### src/rtl/serial_cmp_pkg.sv
// rtl/serial_cmp_pkg.sv - shared types and defaults for the bit-serial magnitude comparator
package serial_cmp_pkg;

  localparam int DEFAULT_WIDTH = 8;

  typedef enum logic [1:0] {
    S_IDLE = 2'd0,
    S_RUN  = 2'd1,
    S_DONE = 2'd2
  } state_e;

  typedef struct packed {
    logic eq;
    logic gt;
    logic lt;
  } result_t;

  localparam result_t RESULT_NONE = '0;

endpackage

### src/rtl/serial_cmp_idx_cnt.sv
// rtl/serial_cmp_idx_cnt.sv - loadable bit-index down-counter that saturates at zero
module serial_cmp_idx_cnt #(
  parameter int WIDTH = 8,
  parameter int IDX_W = $clog2(WIDTH)
) (
  input  logic             clk,
  input  logic             rst_n,
  input  logic             load_i,
  input  logic             dec_i,
  output logic [IDX_W-1:0] idx_o,
  output logic             is_zero_o
);

  logic [IDX_W-1:0] idx_q, idx_d;

  always_comb begin
    idx_d = idx_q;
    if (load_i) begin
      idx_d = IDX_W'(WIDTH - 1);
    end else if (dec_i && (idx_q != '0)) begin
      idx_d = idx_q - IDX_W'(1);
    end
  end

  always_ff @(posedge clk or negedge rst_n) begin
    if (!rst_n) begin
      idx_q <= '0;
    end else begin
      idx_q <= idx_d;
    end
  end

  assign idx_o     = idx_q;
  assign is_zero_o = (idx_q == '0);

endmodule

### src/rtl/serial_cmp_ctrl.sv
// rtl/serial_cmp_ctrl.sv - MSB-first magnitude compare through one shared 1-bit equality cell
// Optional SERIAL_CMP_EARLY_EXIT_EN: leave RUN on the first mismatching bit.
module serial_cmp_ctrl
  import serial_cmp_pkg::*;
#(
  parameter int WIDTH = DEFAULT_WIDTH
) (
  input  logic             clk,
  input  logic             rst_n,
  input  logic             in_valid,
  output logic             in_ready,
  input  logic [WIDTH-1:0] a,
  input  logic [WIDTH-1:0] b,
  output logic             cmp_x,
  output logic             cmp_y,
  input  logic             cmp_z,
  output logic             out_valid,
  input  logic             out_ready,
  output logic             eq,
  output logic             gt,
  output logic             lt,
  output logic             busy
);

  localparam int IDX_W = $clog2(WIDTH);

  state_e           state_q, state_d;
  logic [WIDTH-1:0] a_q, b_q;
  result_t          res_q, res_d;
  logic             mm_q, mm_d;
  logic             idx_load, idx_dec, idx_zero, hit, accept;
  logic [IDX_W-1:0] idx;

  serial_cmp_idx_cnt #(
    .WIDTH (WIDTH),
    .IDX_W (IDX_W)
  ) u_idx_cnt (
    .clk       (clk),
    .rst_n     (rst_n),
    .load_i    (idx_load),
    .dec_i     (idx_dec),
    .idx_o     (idx),
    .is_zero_o (idx_zero)
  );

  assign accept = (state_q == S_IDLE) && in_valid;

  always_comb begin
    state_d  = state_q;
    res_d    = res_q;
    mm_d     = mm_q;
    idx_load = 1'b0;
    idx_dec  = 1'b0;
    cmp_x    = 1'b0;
    cmp_y    = 1'b0;
    hit      = 1'b0;
    case (state_q)
      S_IDLE: begin
        if (in_valid) begin
          idx_load = 1'b1;
          mm_d     = 1'b0;
          res_d    = RESULT_NONE;
          state_d  = S_RUN;
        end
      end
      S_RUN: begin
        cmp_x = a_q[idx];
        cmp_y = b_q[idx];
        hit   = !cmp_z && !mm_q;
        // Only the most significant mismatch decides the ordering.
        if (hit) begin
          res_d = '{eq: 1'b0, gt: cmp_x, lt: ~cmp_x};
          mm_d  = 1'b1;
        end else if (idx_zero && !mm_q) begin
          res_d = '{eq: 1'b1, gt: 1'b0, lt: 1'b0};
        end
`ifdef SERIAL_CMP_EARLY_EXIT_EN
        if (idx_zero || hit) begin
          state_d = S_DONE;
        end else begin
          idx_dec = 1'b1;
        end
`else
        if (idx_zero) begin
          state_d = S_DONE;
        end else begin
          idx_dec = 1'b1;
        end
`endif
      end
      S_DONE: begin
        if (out_ready) begin
          state_d = S_IDLE;
        end
      end
      default: state_d = S_IDLE;
    endcase
  end

  always_ff @(posedge clk or negedge rst_n) begin
    if (!rst_n) begin
      state_q <= S_IDLE;
      res_q   <= RESULT_NONE;
      mm_q    <= 1'b0;
      a_q     <= '0;
      b_q     <= '0;
    end else begin
      state_q <= state_d;
      res_q   <= res_d;
      mm_q    <= mm_d;
      if (accept) begin
        a_q <= a;
        b_q <= b;
      end
    end
  end

  assign in_ready     = (state_q == S_IDLE);
  assign busy         = (state_q != S_IDLE);
  assign out_valid    = (state_q == S_DONE);
  assign {eq, gt, lt} = out_valid ? res_q : RESULT_NONE;

endmodule

### config.mk
export PLATFORM = sky130hd
export DESIGN_NAME = serial_cmp_ctrl
export DESIGN_NICKNAME = d
export VERILOG_FILES = /design/src/rtl/serial_cmp_pkg.sv /design/src/rtl/serial_cmp_idx_cnt.sv /design/src/rtl/serial_cmp_ctrl.sv
export SDC_FILE = /design/constraint.sdc
export NUM_CORES = 1
export LEC_CHECK = 0
export ABC_AREA = 1
export CAP_MARGIN = 20
export CORE_MARGIN = 1.5
export CORE_UTILIZATION = 50
export CTS_CLUSTER_SIZE = 16
export DETAILED_ROUTE_END_ITERATION = 6
export PLACE_DENSITY = 0.79
export SYNTH_ARGS = -nofsm -noshare
export SYNTH_HDL_FRONTEND = slang
export SYNTH_SLANG_ARGS = --single-unit
### constraint.sdc
create_clock -name clk -period 1.7 [get_ports clk]
set_clock_uncertainty 0.2 [all_clocks]
set_input_delay 0.17 -clock clk [delete_from_list [all_inputs] [get_ports clk]]
set_output_delay 0.17 -clock clk [all_outputs]
set_load 0.02 [all_outputs]
After elaboration in Yosys (flattened, before gate mapping)
Cells that the tools add are included.
Widths: inputs -> output; s select.
{"block": "word_totals", "regBits": 25, "latch_bits": 0, "ram_bits": 0, "romBits": 0, "inputBits": 21, "output_inout_bits": 8, "elab_cells": 57, "n_memories": 0}
{"block": "classes", "add_sub_neg": 1, "n_mul": 0, "div": 0, "order_cmp": 1, "eq_ne": 7, "shifts": 0, "mux": 24, "bitwise_logic": 1, "n_reduce_logical": 15}
{"op": "$mux 3", "n": 6}
{"op": "$mux 1", "n": 10}
{"op": "$reduce_and 3->1", "n": 3}
{"op": "$bmux 1 s3", "n": 2}
{"op": "$mux 2", "n": 3}
{"op": "$ne 2x2->1 const B", "n": 3}
{"op": "$pmux 2 s3", "n": 1}
{"op": "$pmux 3 s2", "n": 1}
{"op": "$reduce_bool 2->1", "n": 3}
{"op": "$logic_and 1x1->1", "n": 4}
{"op": "$lt 3x4->1 const B", "n": 1}
{"op": "$logic_not 3->1", "n": 1}
{"op": "$ne 3x3->1 const B", "n": 1}
{"op": "$reduce_bool 3->1", "n": 1}
{"op": "$sub 3x1->3 const B", "n": 1}
{"op": "$eq 2x1->1 const B", "n": 1}
{"op": "$eq 2x2->1 const B", "n": 1}
{"op": "$logic_not 1->1", "n": 2}
{"op": "$logic_not 2->1", "n": 1}
{"op": "$ne 2x1->1 const B", "n": 1}
{"op": "$pmux 1 s2", "n": 1}
{"op": "$not 1->1", "n": 1}

Logic depth before layout (Yosys ltp)
{"block": "depth", "word_depth": 6, "ltp_mapped": 10, "depth_no_buf": 8}

By module
Synthesis repeated with hierarchy kept, for this count alone.
{"block": "unflattened", "cells_unflattened": 168, "hier_area_um2": 1285.0}
{"mod": "serial_cmp_ctrl", "n_inst": 1, "cells_each": 146, "area_each_um2": 1111.1, "seq_area_each_um2": 550.5}
{"mod": "serial_cmp_idx_cnt", "n_inst": 1, "cells_each": 22, "area_each_um2": 173.9, "seq_area_each_um2": 75.1}

Least setup slack after synthesis
No wires, ideal clock.
{"block": "synth_path", "path_kind": "register -> output", "startpoint": "register state_q[1]", "endpoint": "output port eq", "arrival_time_ps": 1244, "required_ps": 1330, "path_slack_ps": 86, "stages_incl_launch_ff": 5, "n_path_buf": 0, "path_cell_list": "dfrtp_1 -> inv_1 -> nor2_1 -> inv_1 -> nor2_1"}
{"block": "synth_between", "elab_chain_len": 2}
{"item": "from (decl)", "line_no": "serial_cmp_ctrl.sv:27", "source": "state_e state_q, state_d;"}
{"item": "from (signal assigned)", "line_no": "serial_cmp_ctrl.sv:108", "source": "state_q <= state_d;"}
{"item": "$eq 2x2->1", "line_no": "serial_cmp_ctrl.sv:120", "source": "assign out_valid = (state_q == S_DONE);"}
{"item": "named net out_valid", "line_no": "serial_cmp_ctrl.sv:17", "source": "output logic out_valid,"}
{"item": "$mux 3", "line_no": "serial_cmp_ctrl.sv:121", "source": "assign {eq, gt, lt} = out_valid ? res_q : RESULT_NONE;"}
{"item": "to (decl)", "line_no": "serial_cmp_ctrl.sv:19", "source": "output logic eq,"}
The timed path passes the listed nets, and every way through them passes these cells.

Worst setup path after layout
{"block": "layout_path", "startpoint": "register u_idx_cnt.idx_q[0], in the netlist u_idx_cnt.idx_o[0]", "endpoint": "output port cmp_y"}
{"block": "layout_between", "elab_chain_len": 3}
{"item": "from (decl)", "line_no": "serial_cmp_idx_cnt.sv:14", "source": "logic [IDX_W-1:0] idx_q, idx_d;"}
{"item": "from (signal assigned)", "line_no": "serial_cmp_idx_cnt.sv:29", "source": "idx_q <= idx_d;"}
{"item": "$bmux 1 s3", "line_no": "serial_cmp_ctrl.sv:68", "source": "cmp_y = b_q[idx];"}
{"item": "$mux 1 (implied by the code)", "line_no": "serial_cmp_ctrl.sv:68"}
{"item": "$mux 1", "line_no": "serial_cmp_ctrl.sv:57", "source": "case (state_q)"}
{"item": "to (decl)", "line_no": "serial_cmp_ctrl.sv:15", "source": "output logic cmp_y,"}
No other way between the ends. The select of a mux whose other input is x is not followed.

==> out/results.txt <==
Share of cells above drive strength 1 - 36.49%
Max-cap violations - 0
Clock group share of total power - 8.2%
# H-tree levels - 1
Leak Pwr - 0.9281 nW
Number of global-route vias before repair - 1155
Worst Setup SP - u_idx_cnt.idx_o[0]
Post-Route Setup TNS - -0.3599 ns
Part of the Yosys area used for sequential elements - 46.51%
Initial antenna violation count - 0
Core area - 2522 µm²
Via count - 1177
First-pass iteration count of the detailed router - 4
Net Sw Power - 0.001447 W
Maximum clock path buffer count - 2
Drt via density - 4.884
Largest net degree at the start of global routing - 28
Drt total wl - 2983 µm
Final core occ - 71.78%
Drc violations - 0
HPWL Detailed - 2122 µm
Starting density of the core - 53.32%
Antenna-violating nets left - 0
Gr ovfl total - 0
CP endpoint kind - primary output
Total internal power - 0.001881 W
Net count after synthesis - 183
Max VDD drop - 0.001098 V
Data required time of the critical path - 1.33 ns
Routability cong. - 0.8076
Final WS setup - -0.1950 ns
Filler cell count - 194
Tcrit/Tclk final - 111.5%
Combinational power share - 59.3%
DR WL/cell - 12.38 µm
Die ar. - 3010 µm²
Violations in the final reports - negative hold slack, negative setup slack
Drt first-iter violations - 31
Clock root buffer - clkbuf_4
Rows - 18
Cell count after synthesis - 160
PortBufs - 28
Die height - 54.87 µm
Max-slew violations - 0
Slew margin rel. - 78.88%
CP max FO - 5
Synthesized cell area - 1345 µm²
# clock sinks - 25
Clock edge transition at the registers on the reported setup and hold paths - 0.14 ns
Crit Path Class - flip-flop to primary output
Max Freq - 527.7 MHz
Worst slew pin tran - 0.3168 ns
Setup crit start kind - flip-flop
I/O Pins - 29
First-pass GRT wire length - 4871 µm
Syn-to-layout area delta - 34.60%
Hold Violations, Final - 17
CTS Buf Count - 3
CP Cell Sequence - buf_6 > nor2_2 > nor2_1 > o21ai_1 > nand2_1 > nor2_2 > nor2_1 > buf_4
Diode count - 0
Reg2Reg Launch Point - u_idx_cnt.idx_o[0]
Clock Latency Late Sink - 0.32 ns
Yosys synthesis warning count - 0
Worst hold path class - input port to async pin
Net Sw Frac - 43.48%
Final setup violating endpoints - 2
Sequential power share - 32.5%
Min Tclk post-route - 1.895 ns
Slowest CP cell - dfrtp_2
Crit-path max cell delay - 0.47 ns
Die W - 54.87 µm
Power density over cell area - 1839 nW/µm²
Fin nets - 235
Hold WS - -0.008853 ns
Status - finished with violations
RSZ-0062 raised after global routing - yes
GRT Util Overall - 22.84%
Synth unique cells - 21
Mean Syn Cell Area - 8.407 µm²
CTS tree - yes
Post-synthesis register bit count - 25
Crit path DAT - 1.53 ns
-- cell usage after synthesis, drive strengths merged --
library cell	number	share of area, %
nand2	58	20
dfrtp	25	47
inv	21	6.4
nor2	19	6.0
o21ai	16	7.6
nand3	8	3.0
buf	5	5.5
a21oi	4	1.8
ha	2	1.9
o21a	1	0.56
o22ai	1	0.47
-- through the flow --
step,setup WS (ns),hold slack (ns),cell area (µm²),instances,power [W]
after floorplan,0.08573,-0.3256,1345,160,0.002246
after global placement,-0.2372,0.2736,1724,231,0.002789
after detailed placement,-0.3193,0.2742,1724,231,0.002863
after CTS,-0.1769,0.003558,1777,239,0.003214
after global routing,-0.2804,0.03071,1810,241,0.003600
final,-0.1950,-0.008853,1810,241,0.003329
-- area by class of cell --
cell class,instances,area [µm²],area share [%]
clock buffer,4,26.28,1.451
inverter,21,86.33,4.768
multi-input combinational,109,594.3,32.83
sequential,25,628.1,34.69
tap,30,37.54,2.073
timing repair buffer,52,437.9,24.19
-- placed cells by master, fill, tap and decap left out, types with 5 or more instances in the layout --
cell / count
inv_2: 6
inv_1: 14
nor2_2: 5
o21ai_1: 9
o21ai_2: 6
nor2_1: 11
nand2_1: 42
clkdlybuf4s50_1: 20
nand2_2: 13
buf_4: 26
nand3_1: 6
dfrtp_1: 23
-- kinds of logic (layout without fill, tap and decap cells) --
kind of cell,after synthesis,after routing,share of synthesized area (%)
buf+inv,26,77,11.91
flops,25,25,46.51
fa+ha+maj,2,2,1.860
simple gates,85,85,29.30
compound gates,22,22,10.42
-- per-layer routing --
metal | up-vias | track usage [%] | wire length, µm
met5 | - | 0 | 0
met4 | 0 | 8.750 | 43
met3 | 5 | 3.005 | 103
met2 | 28 | 40.48 | 1496
met1 | 551 | 27.76 | 1339
li1 | 593 | - | -
-- worst max-delay path: cells and delay by family (launching register included) --
family	cells	cell delay (ns)
and+or+nand+nor	5	0.37
DFF	1	0.47
AOI/OAI and AO/OA	1	0.08
buffers and inverters	2	0.29
-- state kept, by name (all words and copies together) (netlist names) --
name	flops
mm_q	1
b_q	8
u_idx_cnt.idx_o	3
state_q	2
res_q	3
a_q	8
-- final timing paths --
| path | cells past startpoint | slack [ns] | endpoint |
|---|---|---|---|
| worst min-delay path | 2 | -0.009 | a_q[2] |
| max in group asynchronous | 2 | 1.05 | u_idx_cnt.idx_o[0] |
| min in group clk | 3 | 0.17 | b_q[6] |
| worst max-delay path | 8 | -0.20 | cmp_y |
| worst min register to register | 2 | 0.31 | b_q[7] |
| worst max register to register | 9 | 0 | u_idx_cnt.idx_o[2] |
-- power by group through the flow --
| stage | Sequential [W] | Clock [W] | Combinational [W] |
|---|---|---|---|
| CTS | 0.00107 | 0.000276 | 0.00187 |
| floorplan | 0.00101 | 0 | 0.00123 |
| global placement | 0.00107 | 0 | 0.00172 |
| detailed placement | 0.00108 | 0 | 0.00178 |
| finish | 0.00108 | 0.000273 | 0.00197 |
| global route | 0.00112 | 0.000295 | 0.00218 |
-- timing repair --
| action | 4_1_cts | 5_1_grt |
|---|---|---|
| setup buffers | 4 | 2 |
| setup endpoints to repair | 14 | 17 |
| gates resized for setup | 36 | 16 |
| hold buffers | 0 | 0 |
| pin swaps | 6 | 7 |
(Power assumes the default switching activity.)
